==> src/rtl/mxn_encoder_pkg.sv <==
// Shared types, constants and width helpers for the mxn encoder family.
package mxn_encoder_pkg;

  typedef enum logic {
    IDLE = 1'b0,
    BUSY = 1'b1
  } state_e;

  localparam int PRIO_LSB = 0;
  localparam int PRIO_MSB = 1;

  // Index width; never below one bit so narrow vectors still get a port.
  function automatic int IDX_W(input int dw);
    return (dw < 2) ? 1 : $clog2(dw);
  endfunction

  // Count width; must be able to hold dw itself (all-ones vector).
  function automatic int CNT_W(input int dw);
    return $clog2(dw + 1);
  endfunction

endpackage

==> src/rtl/mxn_seq_encoder_if.sv <==
// Request/beat bus between a vector source, the sequential encoder and an
// index consumer.
interface mxn_seq_encoder_if #(
  parameter int DATA_WIDTH = 16
) ();
  import mxn_encoder_pkg::*;

  localparam int IW = IDX_W(DATA_WIDTH);
  localparam int CW = CNT_W(DATA_WIDTH);

  logic                  s_valid;
  logic                  s_ready;
  logic [DATA_WIDTH-1:0] s_data;
  logic                  m_valid;
  logic                  m_ready;
  logic [IW-1:0]         m_index;
  logic                  m_last;
  logic                  m_empty;
  logic [CW-1:0]         m_count;

  // Encoder side: takes vectors in, hands index beats out.
  modport slave (
    input  s_valid, s_data, m_ready,
    output s_ready, m_valid, m_index, m_last, m_empty, m_count
  );

  // Environment side: supplies vectors and consumes beats.
  modport master (
    output s_valid, s_data, m_ready,
    input  s_ready, m_valid, m_index, m_last, m_empty, m_count
  );

endinterface

==> src/rtl/mxn_encoder.sv <==
// Combinational priority encoder: index of the lowest or highest set bit.
// index_out is 0 and valid_out is 0 for an all-zero input.
module mxn_encoder
  import mxn_encoder_pkg::*;
#(
  parameter int DATA_WIDTH    = 16,
  parameter int PRIORITY_TYPE = PRIO_LSB
) (
  input  logic [DATA_WIDTH-1:0]        data_in,
  output logic [IDX_W(DATA_WIDTH)-1:0] index_out,
  output logic                         valid_out
);

  localparam int IW = IDX_W(DATA_WIDTH);

  // Scan so that the winning bit is the last one assigned.
  always_comb begin
    index_out = '0;
    valid_out = |data_in;
    if (PRIORITY_TYPE == PRIO_MSB) begin
      for (int i = 0; i < DATA_WIDTH; i++) begin
        if (data_in[i]) index_out = IW'(i);
      end
    end else begin
      for (int i = DATA_WIDTH - 1; i >= 0; i--) begin
        if (data_in[i]) index_out = IW'(i);
      end
    end
  end

endmodule

==> src/rtl/mxn_seq_encoder.sv <==
// Multi-hit encoder: captures a request vector and emits the index of each
// set bit, one beat per cycle, lowest- or highest-first. An all-zero vector
// still produces one beat flagged m_empty.
module mxn_seq_encoder
  import mxn_encoder_pkg::*;
#(
  parameter int DATA_WIDTH    = 16,
  parameter int PRIORITY_TYPE = PRIO_LSB
) (
  input  logic               clk,
  input  logic               rst,
  mxn_seq_encoder_if.slave   bus
);

  localparam int IW = IDX_W(DATA_WIDTH);
  localparam int CW = CNT_W(DATA_WIDTH);

  state_e                state_q, state_d;
  logic [DATA_WIDTH-1:0] pend_q, pend_d;
  logic [CW-1:0]         count_q, count_d;
  logic                  empty_q, empty_d;

  logic [IW-1:0]         enc_idx;
  logic                  enc_valid;
  logic                  busy;
  logic                  last_beat;
  logic                  s_ready;

  function automatic logic [CW-1:0] popcount(input logic [DATA_WIDTH-1:0] v);
    logic [CW-1:0] c;
    c = '0;
    for (int i = 0; i < DATA_WIDTH; i++) c = c + CW'(v[i]);
    return c;
  endfunction

  function automatic logic at_most_one(input logic [DATA_WIDTH-1:0] v);
    return (v & (v - DATA_WIDTH'(1))) == '0;
  endfunction

  mxn_encoder #(
    .DATA_WIDTH   (DATA_WIDTH),
    .PRIORITY_TYPE(PRIORITY_TYPE)
  ) u_enc (
    .data_in  (pend_q),
    .index_out(enc_idx),
    .valid_out(enc_valid)
  );

  assign busy      = (state_q == BUSY);
  assign last_beat = at_most_one(pend_q);

  // Next-state: capture on accept, retire one bit per transferred beat.
  // The last beat frees the slot in the same cycle so a waiting vector
  // is taken without a bubble.
  always_comb begin
    state_d = state_q;
    pend_d  = pend_q;
    count_d = count_q;
    empty_d = empty_q;
    s_ready = 1'b0;
    case (state_q)
      IDLE: begin
        s_ready = 1'b1;
        if (bus.s_valid) begin
          pend_d  = bus.s_data;
          count_d = popcount(bus.s_data);
          empty_d = (bus.s_data == '0);
          state_d = BUSY;
        end
      end
      BUSY: begin
        if (bus.m_ready) begin
          if (!last_beat) begin
            if (enc_valid) pend_d[enc_idx] = 1'b0;
          end else begin
            s_ready = 1'b1;
            pend_d  = '0;
            if (bus.s_valid) begin
              pend_d  = bus.s_data;
              count_d = popcount(bus.s_data);
              empty_d = (bus.s_data == '0);
            end else begin
              state_d = IDLE;
            end
          end
        end
      end
      default: state_d = IDLE;
    endcase
    // Refuse input while reset is asserted.
    if (rst) s_ready = 1'b0;
  end

  // State and captured-vector registers.
  always_ff @(posedge clk or posedge rst) begin
    if (rst) begin
      state_q <= IDLE;
      pend_q  <= '0;
      count_q <= '0;
      empty_q <= 1'b0;
    end else begin
      state_q <= state_d;
      pend_q  <= pend_d;
      count_q <= count_d;
      empty_q <= empty_d;
    end
  end

  // Outputs come only from registers (plus m_ready for s_ready).
  assign bus.s_ready = s_ready;
  assign bus.m_valid = busy;
  assign bus.m_index = enc_idx;
  assign bus.m_last  = busy & last_beat;
  assign bus.m_empty = empty_q;
  assign bus.m_count = count_q;

endmodule
==> src/flat_wrapper.sv <==
// flat-port wrapper written by rule: the top's interface ports become plain ports
module mxn_seq_encoder_flat import mxn_encoder_pkg::*;
#(
  parameter int DATA_WIDTH    = 16,
  parameter int PRIORITY_TYPE = PRIO_LSB
)
  (clk, rst, bus_s_valid, bus_s_data, bus_m_ready, bus_s_ready, bus_m_valid, bus_m_index, bus_m_last, bus_m_empty, bus_m_count);
  mxn_seq_encoder_if #(.DATA_WIDTH(DATA_WIDTH)) bus_i ();
  input  logic clk;
  input  logic rst;
  input wire logic [$bits(bus_i.s_valid)-1:0] bus_s_valid;
  input wire logic [$bits(bus_i.s_data)-1:0] bus_s_data;
  input wire logic [$bits(bus_i.m_ready)-1:0] bus_m_ready;
  output wire logic [$bits(bus_i.s_ready)-1:0] bus_s_ready;
  output wire logic [$bits(bus_i.m_valid)-1:0] bus_m_valid;
  output wire logic [$bits(bus_i.m_index)-1:0] bus_m_index;
  output wire logic [$bits(bus_i.m_last)-1:0] bus_m_last;
  output wire logic [$bits(bus_i.m_empty)-1:0] bus_m_empty;
  output wire logic [$bits(bus_i.m_count)-1:0] bus_m_count;
  assign bus_i.s_valid = bus_s_valid;
  assign bus_i.s_data = bus_s_data;
  assign bus_i.m_ready = bus_m_ready;
  assign bus_s_ready = bus_i.s_ready;
  assign bus_m_valid = bus_i.m_valid;
  assign bus_m_index = bus_i.m_index;
  assign bus_m_last = bus_i.m_last;
  assign bus_m_empty = bus_i.m_empty;
  assign bus_m_count = bus_i.m_count;
  mxn_seq_encoder #(.DATA_WIDTH(DATA_WIDTH), .PRIORITY_TYPE(PRIORITY_TYPE)) u_core (.clk(clk), .rst(rst), .bus(bus_i));
endmodule
==> config.mk <==
export PLATFORM = sky130hd
export DESIGN_NAME = mxn_seq_encoder_flat
export DESIGN_NICKNAME = d
export VERILOG_FILES = /design/src/rtl/mxn_encoder_pkg.sv /design/src/rtl/mxn_seq_encoder_if.sv /design/src/rtl/mxn_encoder.sv /design/src/rtl/mxn_seq_encoder.sv /design/src/flat_wrapper.sv
export SDC_FILE = /design/constraint.sdc
export NUM_CORES = 1
export LEC_CHECK = 0
export CAP_MARGIN = 15
export CORE_MARGIN = 4
export CORE_UTILIZATION = 58
export DETAILED_ROUTE_END_ITERATION = 12
export PLACE_DENSITY = 0.95
export SLEW_MARGIN = 20
export SYNTH_ARGS = -nofsm -noshare
export SYNTH_HDL_FRONTEND = slang
export SYNTH_HIERARCHICAL = 1
export SYNTH_SLANG_ARGS = --single-unit
==> constraint.sdc <==
create_clock -name clk -period 4.8 [get_ports clk]
set_input_delay 0.96 -clock clk [delete_from_list [all_inputs] [get_ports clk]]
set_output_delay 0.96 -clock clk [all_outputs]
set_load 0.05 [all_outputs]
==> results by group <==
Setup path
  • End of the worst register-to-register path: u_core/bus.m_count[3]$_DFFE_PP0P_
  • R2r worst-path depth: 6
  • Data arrival time of the critical path: approximately 4700 ps
  • RR Startpoint: u_core/pend_q[2]$_DFFE_PP0P_
  • Crit Path Class: primary input to flop
  • Critical Path Start Type: primary input
  • Worst R2R Setup Slack: ~1600 ps
  • Max Fanout on Critical Path: 3
  • Worst setup EP type: flop
  • Worst EP required: between 5000 and 6000 ps

Global routing
  • Gr usage total: between 20 and 30%
  • Total grt overflow: 0
  • Largest net degree at the start of global routing: 24
  • Initial antenna violation count: 0
  • First-pass GRT wire length: roughly 8700 µm
  • Vias in the first global route: around 1900

Clock network
  • TritonCTS Buffers: 3
  • Post-CTS setup buffers: 0
  • Clock Path Buffers: 2
  • Htree depth: 1
  • TritonCTS Sinks: 23
  • Clock latency on the worst-skew pair: around 320 ps
  • Root Driver: clkbuf_4
  • Reg clk slew, reported paths: about 130 ps
  • CTS tree: built

Pwr
  • Power Density: between 700 and 800 mW/mm²
  • Total Power: approximately 1.8 mW
  • Leakage: 1.057 nW
  • Highest ir drop seen on vdd: approximately 0.36 mV

Route
  • Antenna viol nets, final: 0
  • DRC: 0
  • Vias: roughly 1900
  • DR vias/cell: between 6 and 7
  • First drt pass iteration count: 5
  • DRT iter0 DRCs: ~140
  • Avg WL per Cell: between 15 and 20 µm
  • Routed WL: 5322 µm

Cells and area
  • Fill cells: approximately 240
  • Layout Cells excl Fill: roughly 300
  • Layout cells sized above 1: a little under 9%
  • Synth-to-Final Area Change: 19.67%
  • Final nets: between 200 and 300
  • Post-route cell area: around 0.0024 mm²
  • Final Core Density: between 70% and 80%
  • Antenna fix cells: 0

Timing
  • Worst relative slew slack: between 40% and 50%
  • Clk_skew: about 11 ps
  • Worst setup margin: 304.8 ps
  • Unrepaired setup endpoints after global routing: false
  • TNS Setup: 0 ps
  • Fmax: ~220 MHz
  • Slew Limit Fails: 0
  • Final Setup Violations: 0
  • Hold slack: about 530 ps
  • Tmin final: 4495 ps
  • Hold Violations, Final: 0
  • Worst slew pin tran: ~900 ps
  • Period utilization: ~94%

Logic synthesis
  • Post-synth top cells: inv_1 (34), dfrtp_1 (23), nor2_1 (18), nand2_1 (11), o21ai_0 (11)
  • Sequential area share after synthesis: just under 30%
  • Synth area leader: dfrtp_1
  • Area contributors post-synth: dfrtp_1 (29%), fa_1 (10%), inv_1 (6.4%), o2bb2ai_1 (4.4%), mux2i_1 (4.0%)
  • Mean post-synth cell area: around 9.4 µm²
  • Post-Syn Area: 0.001997 mm²
  • Netlist cell types: between 50 and 60
  • Share of the synthesized area in the top cell type: approximately 29%
  • Top-count cell post-synth: inv_1
  • FF+latch count, synth: 23
  • Synth async-reset ratio: 100.0%
  • Top_reg_cell synth: dfrtp_1
  • Ys Warns: 6
  • Syn Inst Count: between 200 and 250
  • EDFF count, synth: 0
  • Mapped Nets: 248

Worst hold path
  • Hold path cells: 2
  • Hold EP: u_core/bus.m_count[1]$_DFFE_PP0P_
  • Hold_sp: u_core/bus.m_count[1]$_DFFE_PP0P_
  • Min-delay worst type: flop to flop

Placed design
  • Gpl congestion: approximately 0.98
  • Placed Instance Area: between 0.002 and 0.0025 mm²
  • HPWL after detailed placement: around 4200 µm
  • Dpl ws: -26.01 ps
  • Placed cells: 288
  • I/O Buffers: 32

Die
  • Die ar.: 0.004446 mm²
  • IO Pins: 33
  • Core box area: approximately 0.0033 mm²
  • Die Span X: 66.68 µm
  • Die height: approximately 67 µm
  • Row cnt: 21
  • Initial core utilization: about 60%

Run
  • Total of max-cap violations: 0

Status
  • Status: complete, no violations
[how the worst max path moves through the flow]
| stage | start | to | cells after the start |
|---|---|---|---|
| 6_report | bus_s_data[11] | u_core/bus.m_count[3]$_DFFE_PP0P_ | 12 |
| 5_1_grt | bus_s_data[0] | u_core/bus.m_count[3]$_DFFE_PP0P_ | 12 |
| 4_1_cts | u_core/pend_q[2]$_DFFE_PP0P_ | bus_s_ready | 7 |
| 3_5_place_dp | bus_s_data[11] | u_core/bus.m_count[3]$_DFFE_PP0P_ | 12 |
| 3_3_place_gp | bus_s_data[0] | u_core/bus.m_count[2]$_DFFE_PP0P_ | 12 |
| 2_1_floorplan | bus_s_data[0] | u_core/bus.m_count[3]$_DFFE_PP0P_ | 11 |
[kinds of logic (layout without fill, tap and decap cells)]
logic type / Yosys count / count (layout) / synth area share [%]
xor+xnor: 2 / 2 / 0.8774
flops: 23 / 23 / 28.82
compound gates: 59 / 59 / 24.12
mux: 11 / 11 / 6.266
fa+ha+maj: 18 / 18 / 14.79
simple gates: 62 / 62 / 17.80
buf+inv: 37 / 71 / 7.330
[placed cells by master, fill, tap and decap left out, types with 8 or more instances in the layout]
cell and count:
nand2_1 11, fa_1 10, mux2i_1 8, o2bb2ai_1 10
nor2_1 18, inv_1 34, clkdlybuf4s50_1 31, dfrtp_1 23
o21ai_0 11
[report_power, final]
part | internal, mW | switching (mW)
clock | 0.0313 | 0.0614
combinational | 0.510 | 0.826
sequential | 0.272 | 0.130
[critical path: stages]
cell and delay (ps):
clkdlybuf4s50_1 530, inv_1 80, fa_1 600, fa_1 450
fa_1 420, fa_1 580, inv_1 60, ha_1 300
a21o_1 190, a21oi_1 200, xnor2_1 90, mux2_4 260
[per-layer routing]
layer | vias up | part of all wire, % | global-route usage, %
met3 | 25 | 6.5 | 4.216
met4 | 0 | 4.2 | 12.44
met1 | 904 | 40 | 31.50
li1 | 831 | - | -
met2 | 104 | 50 | 44.31
met5 | - | 0 | 0
[timing repair]
item | CTS | global route
resized for setup | 0 | 1
endpoints found under the setup margin | 0 | 1
hold buffers | 0 | 0
[state kept, by name (all words and copies together), names as in the netlist]
name	cells
u_core/bus.m_empty	1
u_core/pend_q	16
u_core/bus.m_valid	1
u_core/bus.m_count	5
[cell type report]
| type | instances | area [µm²] | area share (%) |
|---|---|---|---|
| Tap cell | 46 | 57.56 | 2.408 |
| Clock inverter | 1 | 5.005 | 0.2094 |
| Multi-Input combinational cell | 152 | 1275 | 53.35 |
| Timing Repair Buffer | 32 | 322.8 | 13.51 |
| Clock buffer | 3 | 22.52 | 0.9424 |
| Sequential cell | 23 | 575.6 | 24.08 |
| Inverter | 35 | 131.4 | 5.497 |
Power figures use the tool's default switching activity.
